`src/rtl/cr_kme_drbg_pkg.sv`:
```
// Shared types and default widths for the KME DRBG seed manager.
// seed_t is the view of one software-programmed seed slot.
package cr_kme_drbg_pkg;

   localparam int RESEED_W_DEF = 48;
   localparam int KEY_W_DEF    = 256;
   localparam int VAL_W_DEF    = 128;

   typedef enum logic [1:0] {
      ST_SELECT = 2'd0,
      ST_LOAD   = 2'd1,
      ST_ACTIVE = 2'd2,
      ST_EXPIRE = 2'd3
   } state_e;

   typedef struct packed {
      logic                    valid;
      logic [KEY_W_DEF-1:0]    key;
      logic [VAL_W_DEF-1:0]    value;
      logic [RESEED_W_DEF-1:0] interval;
   } seed_t;

endpackage

```
`src/rtl/cr_kme_drbg_seed_mgr_if.sv`:
```
// Seed manager bus: two seed slots from the register block, DRBG load handshake,
// generate permission and status. master = seed manager, slave = its environment.
interface cr_kme_drbg_seed_mgr_if
   import cr_kme_drbg_pkg::*;
#(
   parameter int KEY_W    = KEY_W_DEF,
   parameter int VAL_W    = VAL_W_DEF,
   parameter int RESEED_W = RESEED_W_DEF
);
   logic                seed0_valid;
   logic [KEY_W-1:0]    seed0_internal_state_key;
   logic [VAL_W-1:0]    seed0_internal_state_value;
   logic [RESEED_W-1:0] seed0_reseed_interval;
   logic                seed1_valid;
   logic [KEY_W-1:0]    seed1_internal_state_key;
   logic [VAL_W-1:0]    seed1_internal_state_value;
   logic [RESEED_W-1:0] seed1_reseed_interval;
   logic                seed0_invalidate;
   logic                seed1_invalidate;
   logic                seed_load_valid;
   logic                seed_load_ready;
   logic [KEY_W-1:0]    seed_load_key;
   logic [VAL_W-1:0]    seed_load_value;
   logic                gen_req;
   logic                gen_ack;
   logic                seed_active;
   logic                active_seed_id;
   logic                seed_flush;

   modport master (
      input  seed0_valid, seed0_internal_state_key, seed0_internal_state_value, seed0_reseed_interval,
      input  seed1_valid, seed1_internal_state_key, seed1_internal_state_value, seed1_reseed_interval,
      input  seed_load_ready, gen_req,
      output seed0_invalidate, seed1_invalidate, seed_load_valid, seed_load_key, seed_load_value,
      output gen_ack, seed_active, active_seed_id, seed_flush
   );

   modport slave (
      output seed0_valid, seed0_internal_state_key, seed0_internal_state_value, seed0_reseed_interval,
      output seed1_valid, seed1_internal_state_key, seed1_internal_state_value, seed1_reseed_interval,
      output seed_load_ready, gen_req,
      input  seed0_invalidate, seed1_invalidate, seed_load_valid, seed_load_key, seed_load_value,
      input  gen_ack, seed_active, active_seed_id, seed_flush
   );
endinterface

```
`src/rtl/cr_kme_drbg_reseed_ctr.sv`:
```
// Generate counter for the active seed; o_expire flags the grant that reaches the interval.
// Equality compare only: expiry always precedes wrap.
module cr_kme_drbg_reseed_ctr #(
   parameter int W = 48
) (
   input  logic         clk,
   input  logic         rst,
   input  logic         i_clr,
   input  logic         i_inc,
   input  logic [W-1:0] i_interval,
   output logic         o_expire,
   output logic         o_int_zero
);
   logic [W-1:0] r_cnt;
   logic [W-1:0] w_next;

   assign w_next     = r_cnt + 1'b1;
   assign o_expire   = i_inc && (w_next == i_interval);
   assign o_int_zero = (i_interval == '0);

   always_ff @(posedge clk or posedge rst) begin
      if (rst) begin
         r_cnt <= '0;
      end else if (i_clr) begin
         r_cnt <= '0;
      end else if (i_inc) begin
         r_cnt <= w_next;
      end
   end
endmodule

```
`src/rtl/cr_kme_drbg_seed_mgr.sv`:
```
// Picks a valid seed slot, loads it into the DRBG engine, meters generates against its
// reseed interval and fails over to the other slot on expiry or software withdrawal.
module cr_kme_drbg_seed_mgr
   import cr_kme_drbg_pkg::*;
#(
   parameter int RESEED_W = RESEED_W_DEF,
   parameter int KEY_W    = KEY_W_DEF,
   parameter int VAL_W    = VAL_W_DEF
) (
   input  logic                  clk,
   input  logic                  rst,
   cr_kme_drbg_seed_mgr_if.master bus
);
   state_e              r_state;
   logic                r_pref;
   logic                r_id;
   logic                r_load_vld;
   logic                r_active;
   logic                r_inv0;
   logic                r_inv1;
   logic [KEY_W-1:0]    r_key;
   logic [VAL_W-1:0]    r_val;
   logic [RESEED_W-1:0] r_int;

   seed_t w_s0, w_s1, w_pref_s, w_alt_s, w_pick;
   logic  w_pick_id, w_act_vld, w_withdraw, w_grant, w_load_hs, w_clr, w_expire, w_int_zero;

   assign w_s0 = '{valid: bus.seed0_valid, key: bus.seed0_internal_state_key,
                   value: bus.seed0_internal_state_value, interval: bus.seed0_reseed_interval};
   assign w_s1 = '{valid: bus.seed1_valid, key: bus.seed1_internal_state_key,
                   value: bus.seed1_internal_state_value, interval: bus.seed1_reseed_interval};

   assign w_pref_s  = r_pref ? w_s1 : w_s0;
   assign w_alt_s   = r_pref ? w_s0 : w_s1;
   assign w_pick    = w_pref_s.valid ? w_pref_s : w_alt_s;
   assign w_pick_id = w_pref_s.valid ? r_pref : ~r_pref;

   // Software pulling the in-use slot beats any concurrent grant or load handshake.
   assign w_act_vld  = r_id ? bus.seed1_valid : bus.seed0_valid;
   assign w_withdraw = ((r_state == ST_LOAD) || (r_state == ST_ACTIVE)) && !w_act_vld;
   assign w_grant    = (r_state == ST_ACTIVE) && bus.gen_req && !w_withdraw;
   assign w_load_hs  = (r_state == ST_LOAD) && r_load_vld && bus.seed_load_ready && !w_withdraw;
   assign w_clr      = (r_state == ST_SELECT) && w_pick.valid;

   cr_kme_drbg_reseed_ctr #(.W(RESEED_W)) u_ctr (
      .clk        (clk),
      .rst        (rst),
      .i_clr      (w_clr),
      .i_inc      (w_grant),
      .i_interval (r_int),
      .o_expire   (w_expire),
      .o_int_zero (w_int_zero)
   );

   always_ff @(posedge clk or posedge rst) begin
      if (rst) begin
         r_state    <= ST_SELECT;
         r_pref     <= 1'b0;
         r_id       <= 1'b0;
         r_load_vld <= 1'b0;
         r_active   <= 1'b0;
         r_inv0     <= 1'b0;
         r_inv1     <= 1'b0;
         r_key      <= '0;
         r_val      <= '0;
         r_int      <= '0;
      end else begin
         r_inv0 <= 1'b0;
         r_inv1 <= 1'b0;
         case (r_state)
            ST_SELECT: begin
               if (w_pick.valid) begin
                  r_key      <= w_pick.key;
                  r_val      <= w_pick.value;
                  r_int      <= w_pick.interval;
                  r_id       <= w_pick_id;
                  r_load_vld <= 1'b1;
                  r_state    <= ST_LOAD;
               end
            end
            ST_LOAD: begin
               if (w_withdraw) begin
                  r_load_vld <= 1'b0;
                  r_state    <= ST_SELECT;
               end else if (w_load_hs) begin
                  r_load_vld <= 1'b0;
                  if (w_int_zero) begin
                     r_inv0  <= ~r_id;
                     r_inv1  <= r_id;
                     r_state <= ST_EXPIRE;
                  end else begin
                     r_active <= 1'b1;
                     r_state  <= ST_ACTIVE;
                  end
               end
            end
            ST_ACTIVE: begin
               if (w_withdraw) begin
                  r_active <= 1'b0;
                  r_state  <= ST_SELECT;
               end else if (w_expire) begin
                  r_active <= 1'b0;
                  r_inv0   <= ~r_id;
                  r_inv1   <= r_id;
                  r_state  <= ST_EXPIRE;
               end
            end
            ST_EXPIRE: begin
               r_pref  <= ~r_id;
               r_state <= ST_SELECT;
            end
            default: r_state <= ST_SELECT;
         endcase
      end
   end

   assign bus.seed0_invalidate = r_inv0;
   assign bus.seed1_invalidate = r_inv1;
   assign bus.seed_load_valid  = r_load_vld;
   assign bus.seed_load_key    = r_key;
   assign bus.seed_load_value  = r_val;
   assign bus.gen_ack          = w_grant;
   assign bus.seed_active      = r_active;
   assign bus.active_seed_id   = r_id;
   assign bus.seed_flush       = w_withdraw;
endmodule

```
`src/flat_wrapper.sv`:
```
// flat-port wrapper written by rule: the top's interface ports become plain ports
module cr_kme_drbg_seed_mgr_flat import cr_kme_drbg_pkg::*;
#(
   parameter int RESEED_W = RESEED_W_DEF,
   parameter int KEY_W    = KEY_W_DEF,
   parameter int VAL_W    = VAL_W_DEF
)
  (clk, rst, bus_seed0_valid, bus_seed0_internal_state_key, bus_seed0_internal_state_value, bus_seed0_reseed_interval, bus_seed1_valid, bus_seed1_internal_state_key, bus_seed1_internal_state_value, bus_seed1_reseed_interval, bus_seed_load_ready, bus_gen_req, bus_seed0_invalidate, bus_seed1_invalidate, bus_seed_load_valid, bus_seed_load_key, bus_seed_load_value, bus_gen_ack, bus_seed_active, bus_active_seed_id, bus_seed_flush);
  cr_kme_drbg_seed_mgr_if #(.KEY_W(KEY_W), .VAL_W(VAL_W), .RESEED_W(RESEED_W)) bus_i ();
  input  logic clk;
  input  logic rst;
  input wire logic [$bits(bus_i.seed0_valid)-1:0] bus_seed0_valid;
  input wire logic [$bits(bus_i.seed0_internal_state_key)-1:0] bus_seed0_internal_state_key;
  input wire logic [$bits(bus_i.seed0_internal_state_value)-1:0] bus_seed0_internal_state_value;
  input wire logic [$bits(bus_i.seed0_reseed_interval)-1:0] bus_seed0_reseed_interval;
  input wire logic [$bits(bus_i.seed1_valid)-1:0] bus_seed1_valid;
  input wire logic [$bits(bus_i.seed1_internal_state_key)-1:0] bus_seed1_internal_state_key;
  input wire logic [$bits(bus_i.seed1_internal_state_value)-1:0] bus_seed1_internal_state_value;
  input wire logic [$bits(bus_i.seed1_reseed_interval)-1:0] bus_seed1_reseed_interval;
  input wire logic [$bits(bus_i.seed_load_ready)-1:0] bus_seed_load_ready;
  input wire logic [$bits(bus_i.gen_req)-1:0] bus_gen_req;
  output wire logic [$bits(bus_i.seed0_invalidate)-1:0] bus_seed0_invalidate;
  output wire logic [$bits(bus_i.seed1_invalidate)-1:0] bus_seed1_invalidate;
  output wire logic [$bits(bus_i.seed_load_valid)-1:0] bus_seed_load_valid;
  output wire logic [$bits(bus_i.seed_load_key)-1:0] bus_seed_load_key;
  output wire logic [$bits(bus_i.seed_load_value)-1:0] bus_seed_load_value;
  output wire logic [$bits(bus_i.gen_ack)-1:0] bus_gen_ack;
  output wire logic [$bits(bus_i.seed_active)-1:0] bus_seed_active;
  output wire logic [$bits(bus_i.active_seed_id)-1:0] bus_active_seed_id;
  output wire logic [$bits(bus_i.seed_flush)-1:0] bus_seed_flush;
  assign bus_i.seed0_valid = bus_seed0_valid;
  assign bus_i.seed0_internal_state_key = bus_seed0_internal_state_key;
  assign bus_i.seed0_internal_state_value = bus_seed0_internal_state_value;
  assign bus_i.seed0_reseed_interval = bus_seed0_reseed_interval;
  assign bus_i.seed1_valid = bus_seed1_valid;
  assign bus_i.seed1_internal_state_key = bus_seed1_internal_state_key;
  assign bus_i.seed1_internal_state_value = bus_seed1_internal_state_value;
  assign bus_i.seed1_reseed_interval = bus_seed1_reseed_interval;
  assign bus_i.seed_load_ready = bus_seed_load_ready;
  assign bus_i.gen_req = bus_gen_req;
  assign bus_seed0_invalidate = bus_i.seed0_invalidate;
  assign bus_seed1_invalidate = bus_i.seed1_invalidate;
  assign bus_seed_load_valid = bus_i.seed_load_valid;
  assign bus_seed_load_key = bus_i.seed_load_key;
  assign bus_seed_load_value = bus_i.seed_load_value;
  assign bus_gen_ack = bus_i.gen_ack;
  assign bus_seed_active = bus_i.seed_active;
  assign bus_active_seed_id = bus_i.active_seed_id;
  assign bus_seed_flush = bus_i.seed_flush;
  cr_kme_drbg_seed_mgr #(.RESEED_W(RESEED_W), .KEY_W(KEY_W), .VAL_W(VAL_W)) u_core (.clk(clk), .rst(rst), .bus(bus_i));
endmodule
```
`config.mk`:
```
export PLATFORM = sky130hd
export DESIGN_NAME = cr_kme_drbg_seed_mgr_flat
export DESIGN_NICKNAME = d
export VERILOG_FILES = /design/src/rtl/cr_kme_drbg_pkg.sv /design/src/rtl/cr_kme_drbg_seed_mgr_if.sv /design/src/rtl/cr_kme_drbg_reseed_ctr.sv /design/src/rtl/cr_kme_drbg_seed_mgr.sv /design/src/flat_wrapper.sv
export SDC_FILE = /design/constraint.sdc
export NUM_CORES = 2
export LEC_CHECK = 0
export ABC_CLOCK_PERIOD_IN_PS = 30400
export BUFFER_PORTS_ARGS = -buffer_cell sky130_fd_sc_hd__buf_2
export CORE_AREA = 2 2 498 500
export DETAILED_ROUTE_END_ITERATION = 6
export DIE_AREA = 0 0 500 502
export GPL_TIMING_DRIVEN = 0
export PLACE_DENSITY = 0.38
export SYNTH_ARGS = -nofsm -noshare
export SYNTH_HDL_FRONTEND = slang
export SYNTH_SLANG_ARGS = --single-unit
```
`constraint.sdc`:
```
create_clock -name clk -period 30.4 [get_ports clk]
set_clock_uncertainty 0.15 [all_clocks]
set_input_delay 6.08 -clock clk [delete_from_list [all_inputs] [get_ports clk]]
set_output_delay 6.08 -clock clk [all_outputs]
set_load 0.05 [all_outputs]
```
# Yosys cells after proc, flatten, opt, wreduce, memory -nomap -nowiden
# Index checks and enable logic that the tools add are counted.
[totals]
input_bits = 870
ff_bits = 488
word_cells = 80
[classes]
add_sub_neg = 1
n_eq_ne = 10
bitwise = 2
muxes = 36
reduce_logical = 20
[ops]
columns = ["cell", "count"]
rows = [
  ["$mux 433", 3],
  ["$mux 48", 2],
  ["$add 48x1->48 const B", 1],
  ["$eq 48x48->1", 1],
  ["$logic_not 48->1", 1],
  ["$mux 1", 21],
  ["$mux 2", 5],
  ["$logic_and 1x1->1", 8],
  ["$pmux 1 s2", 4],
  ["$pmux 2 s4", 1],
  ["$reduce_and 3->1", 2],
  ["$reduce_bool 2->1", 3],
  ["$reduce_and 5->1", 1],
  ["$eq 2x2->1 const B", 2],
  ["$ne 2x1->1 const B", 2],
  ["$ne 2x2->1 const B", 2],
  ["$ne 3x1->1 const B", 1],
  ["$ne 3x2->1 const B", 1],
  ["$eq 2x1->1 const B", 1],
  ["$logic_not 1->1", 2],
  ["$logic_not 2->1", 1],
  ["$not 1->1", 2],
  ["$reduce_and 2->1", 1],
  ["$logic_or 1x1->1", 1],
]

# Longest topological paths before layout
[depth]
depth_word = 9
depth_mapped = 11
mapped_depth_nobuf = 11

# Modules after synthesis
# Synthesis repeated with hierarchy kept, for this count alone.
[unflattened]
cells_unflattened = 2416
area_unflattened_um2 = 24437.2
[modules_own_cells]
columns = ["module", "cells_each", "area_per_inst_um2", "instances", "seq_area_each_um2"]
rows = [
  ["cr_kme_drbg_seed_mgr", 1929, 20343.3, 1, 11010.6],
  ["cr_kme_drbg_reseed_ctr", 487, 4093.9, 1, 1201.2],
]

# Worst setup path after synthesis
# Ideal clock, no wire load.
[synth_timing]
kind = "input port to output port"
from = "input bus_seed1_valid"
to = "output bus_gen_ack"
cell_stages = 5
arrival_ps = 7184
path_buffers = 1
path_slack_ps = 16986
required_time_ps = 24170
cell_sequence = "mux2i_1 -> nand2_1 -> nand3_1 -> inv_1 -> clkbuf_1"
[synth_between]
elab_chain_len = 5
[synth_rtl]
columns = ["element", "line_no", "text"]
rows = [
  ["start, declared", "flat_wrapper.sv:16", "input wire logic [$bits(bus_i.seed1_valid)-1:0] bus_seed1_valid;"],
  ["$mux 1", "cr_kme_drbg_seed_mgr.sv:39", "assign w_act_vld = r_id ? bus.seed1_valid : bus.seed0_valid;"],
  ["$logic_not 1->1", "cr_kme_drbg_seed_mgr.sv:40", "assign w_withdraw = ((r_state == ST_LOAD) || (r_state == ST_ACTIVE)) && !w_act_vld;"],
  ["$logic_and 1x1->1", "cr_kme_drbg_seed_mgr.sv:40", ""],
  ["$logic_not 1->1", "cr_kme_drbg_seed_mgr.sv:41", "assign w_grant = (r_state == ST_ACTIVE) && bus.gen_req && !w_withdraw;"],
  ["$logic_and 1x1->1", "cr_kme_drbg_seed_mgr.sv:41", ""],
  ["end, declared", "flat_wrapper.sv:27", "output wire logic [$bits(bus_i.gen_ack)-1:0] bus_gen_ack;"],
]
# No other way between the ends.

# Worst setup path in the final report
# Ends and elaborated chain as after synthesis.

==> flow_summary.json <==
{
  "yosysWarnings": 0,
  "worst-path-buf-inv": 4,
  "regArea_um2": 12200,
  "cp-end-kind": "output port",
  "fillers": 28200,
  "multi_input_area_um2": 9320,
  "vdd_drop_max_uv": 47.0,
  "layout_commonest_cell": "buf_2",
  "rr_startpoint": "u_core.u_ctr.r_cnt[0]$_DFFE_PP0P_",
  "path_class": "in2out",
  "clockBufferDepth": 3,
  "ys_top_cells_by_area": "dfrtp_1, nor2_1, o22ai_1",
  "async_flop_share_pct": 100,
  "hp-start": "u_core.bus.seed_load_value[123]$_DFFE_PP0P_",
  "syn_area_um2": 22300,
  "cts_resized": 0,
  "min_to": "u_core.bus.seed_load_value[123]$_DFFE_PP0P_",
  "power_density_nw_per_um2": 135,
  "viasPerCell": 3.71,
  "arrival_ns": 8.24,
  "synth_edf_count": 0,
  "grt-ovfl-total": 0,
  "slew_headroom_pct": 4.57,
  "status": "finished clean",
  "maxCapViolations": 0,
  "place_congestion": 0.941,
  "r2r-end": "u_core.r_state[1]$_DFFE_PP0P_",
  "numCtsBuffers": 72,
  "required_ns": 24.17,
  "yosysTopAreaCellShare_pct": 54.8,
  "synth_top_cell_by_area": "dfrtp_1",
  "die-area_um2": 251000,
  "num_vias": 26600,
  "initial_core_util_pct": 9.09,
  "grt_pass1_wl_um": 303000,
  "nNetsFinal": 4718,
  "cpPeakStageDelay_ns": 0.73,
  "avgSynthCellArea_um2": 8.91,
  "wl_per_cell_um": 34.4,
  "antenna_found_initial": 188,
  "cp_max_fo": 10,
  "top_layer": "met5",
  "ys.flop_type": "dfrtp_1",
  "ff2ff_path_depth": 9,
  "hold_viol": 0,
  "port_buffers": 1260,
  "fin_tns_setup_ns": 0,
  "hold_buffers": 0,
  "synth-seq-area-share_pct": 54.8,
  "wl_met2_um": 111000,
  "ff2ff_setup_slack_ns": 25.57,
  "final_cell_area_um2": 35400,
  "cts_root_buf": "clkbuf_16",
  "grt_max_degree": 108,
  "synth_cells": 2502,
  "path_delay_family": "buffers and inverters",
  "final_cell_mix": "buf_2, nor2_1, dfrtp_1",
  "placementRows": 182,
  "area_growth_pct": 58.7,
  "htree_levels": 3,
  "drt-initial-drc-count": 2209,
  "ys_ff_latch": 488,
  "start_kind": "primary input",
  "cts_tree": "done",
  "antenna_left": 0,
  "dr.pass1.iters": 5,
  "clock-sinks": 488,
  "post-route-period-util_pct": 47.6,
  "wirelength_um": 247000,
  "cts_setup_buffers": 0,
  "holdPathStages": 2,
  "fmax_mhz": 69.1,
  "met1_length_um": 91400,
  "io_pins": 1261,
  "die_h_um": 502,
  "drv_slew": 0,
  "cts.reportedPaths.clkPinSlew_ns": 0.05,
  "worst_path_max_delay_cell": "clkbuf_1",
  "drc": 0,
  "route.met3.wl_um": 34400,
  "worst_hold_path_type": "reg2reg",
  "worstPathCellList": "buf_2 -> mux2i_1 -> nand2_1 -> nand3_1 -> inv_1 -> clkbuf_1 -> buf_2",
  "coreArea_um2": 245000,
  "worst_pin_slew_ns": 1.40,
  "drive_gt1_share_pct": 36.3,
  "setup_violations": 0,
  "postPlaceCellArea_um2": 32800,
  "p_leak_nw": 15.1,
  "synth_cell_types": 61,
  "synth_fp_nets": 3377,
  "p_total_w": 0.00479,
  "rsz0062_at_grt": "no",
  "grt_use_total_pct": 19.0,
  "cpMostUsedCell": "buf_2",
  "clk_latency_ns": 0.70,
  "dp_hpwl_um": 219000,
  "period_minus_slack_ns": 14.47,
  "grt_pass1_vias": 26100,
  "die_w_um": 500
}
[cells by family (layout without fill, tap and decap cells)]
family,count (synthesis),after routing,share of synthesized area (%)
AOI/OAI and AO/OA,516,516,14.6
xor gates and xnor gates,102,102,4.01
adders and majority gates,5,5,0.281
buffers and inverters,200,1595,3.45
DFF,488,488,54.8
muxes,5,5,0.236
other,0,62,0
and+or+nand+nor,1186,1186,22.6
[registers in the layout, indices dropped and copies added, names as in the netlist]
signal	count
u_core.bus.active_seed_id	1
u_core.r_pref	1
u_core.bus.seed0_invalidate	1
u_core.bus.seed_active	1
u_core.u_ctr.r_cnt	48
u_core.bus.seed_load_key	256
u_core.bus.seed_load_value	128
u_core.bus.seed1_invalidate	1
u_core.bus.seed_load_valid	1
u_core.r_int	48
u_core.r_state	2
[cell type report]
| class | instances | share of cell area [%] |
|---|---|---|
| inverters | 16 | 0.191 |
| well taps | 3220 | 11.4 |
| plain buffers | 184 | 2.04 |
| flip-flops and latches | 488 | 34.5 |
| diodes | 62 | 0.439 |
| repair buffers | 1267 | 18.3 |
| clock buffers | 96 | 5.63 |
| clock inverters | 32 | 1.15 |
| multi-input cells | 1814 | 26.3 |
[cell usage after synthesis (8+ instances only)]
master	n
o22ai_1	432
clkbuf_1	162
nor2_1	929
nor3_1	23
buf_1	13
nand2_1	47
nand4_1	36
and3_1	13
nor4_1	27
o21ai_0	17
and2_1	14
inv_1	16
or3_1	16
or4_1	13
buf_2	8
a21oi_1	23
xor2_1	36
nand3_1	33
o31ai_1	8
and4_1	10
dfrtp_1	488
xnor2_1	66
[worst reg2reg max path: stages, from the launching register on]
cell and delay, ns:
dfrtp_1 0.48, ha_1 0.29, nand4_1 0.30, nor4_2 1.02, nand4_1 0.24, xnor2_1 0.20
a2111oi_0 1.18, nand3_1 0.20, or4_1 0.52, o311ai_1 0.12
[per-layer routing]
layer  vias to the layer above  GRT usage (%)
met4                       102           5.48
met2                      1516           30.5
met3                       461           10.8
li1                      11600              -
met5                         -              0
met1                     12900           21.1
[power breakdown]
group / total, W / internal, W / switching (W)
Clock: 0.000893 / 0.000509 / 0.000384
Combinational: 0.00269 / 0.000516 / 0.00218
Sequential: 0.00121 / 0.000940 / 0.000268
Total: 0.00479 / 0.00196 / 0.00283
[stage by stage]
step	utilization, %	std cells	setup slack, ns	hold slack [ns]
after floorplan	-	2502	10.55	0.355
after CTS	14.4	7117	15.95	0.388
final	14.4	7179	15.93	0.383
after detailed placement	13.4	6989	15.95	0.374
after global placement	13.3	6982	1.78	0.367
after global routing	14.4	7144	15.89	0.404
[how the worst max path moves through the flow]
stage / start / end / slack, ns / cells past startpoint
2_1_floorplan: rst / u_core.bus.active_seed_id$_DFFE_PP0P_ / 10.55 / 1
3_3_place_gp: rst / u_core.bus.seed_load_value[72]$_DFFE_PP0P_ / 1.78 / 2
3_5_place_dp: bus_seed1_valid / bus_gen_ack / 15.95 / 7
4_1_cts: bus_seed1_valid / bus_gen_ack / 15.95 / 7
5_1_grt: bus_seed1_valid / bus_gen_ack / 15.89 / 7
6_report: bus_seed1_valid / bus_gen_ack / 15.93 / 7
Note: power is estimated with default switching activity, not from simulation.
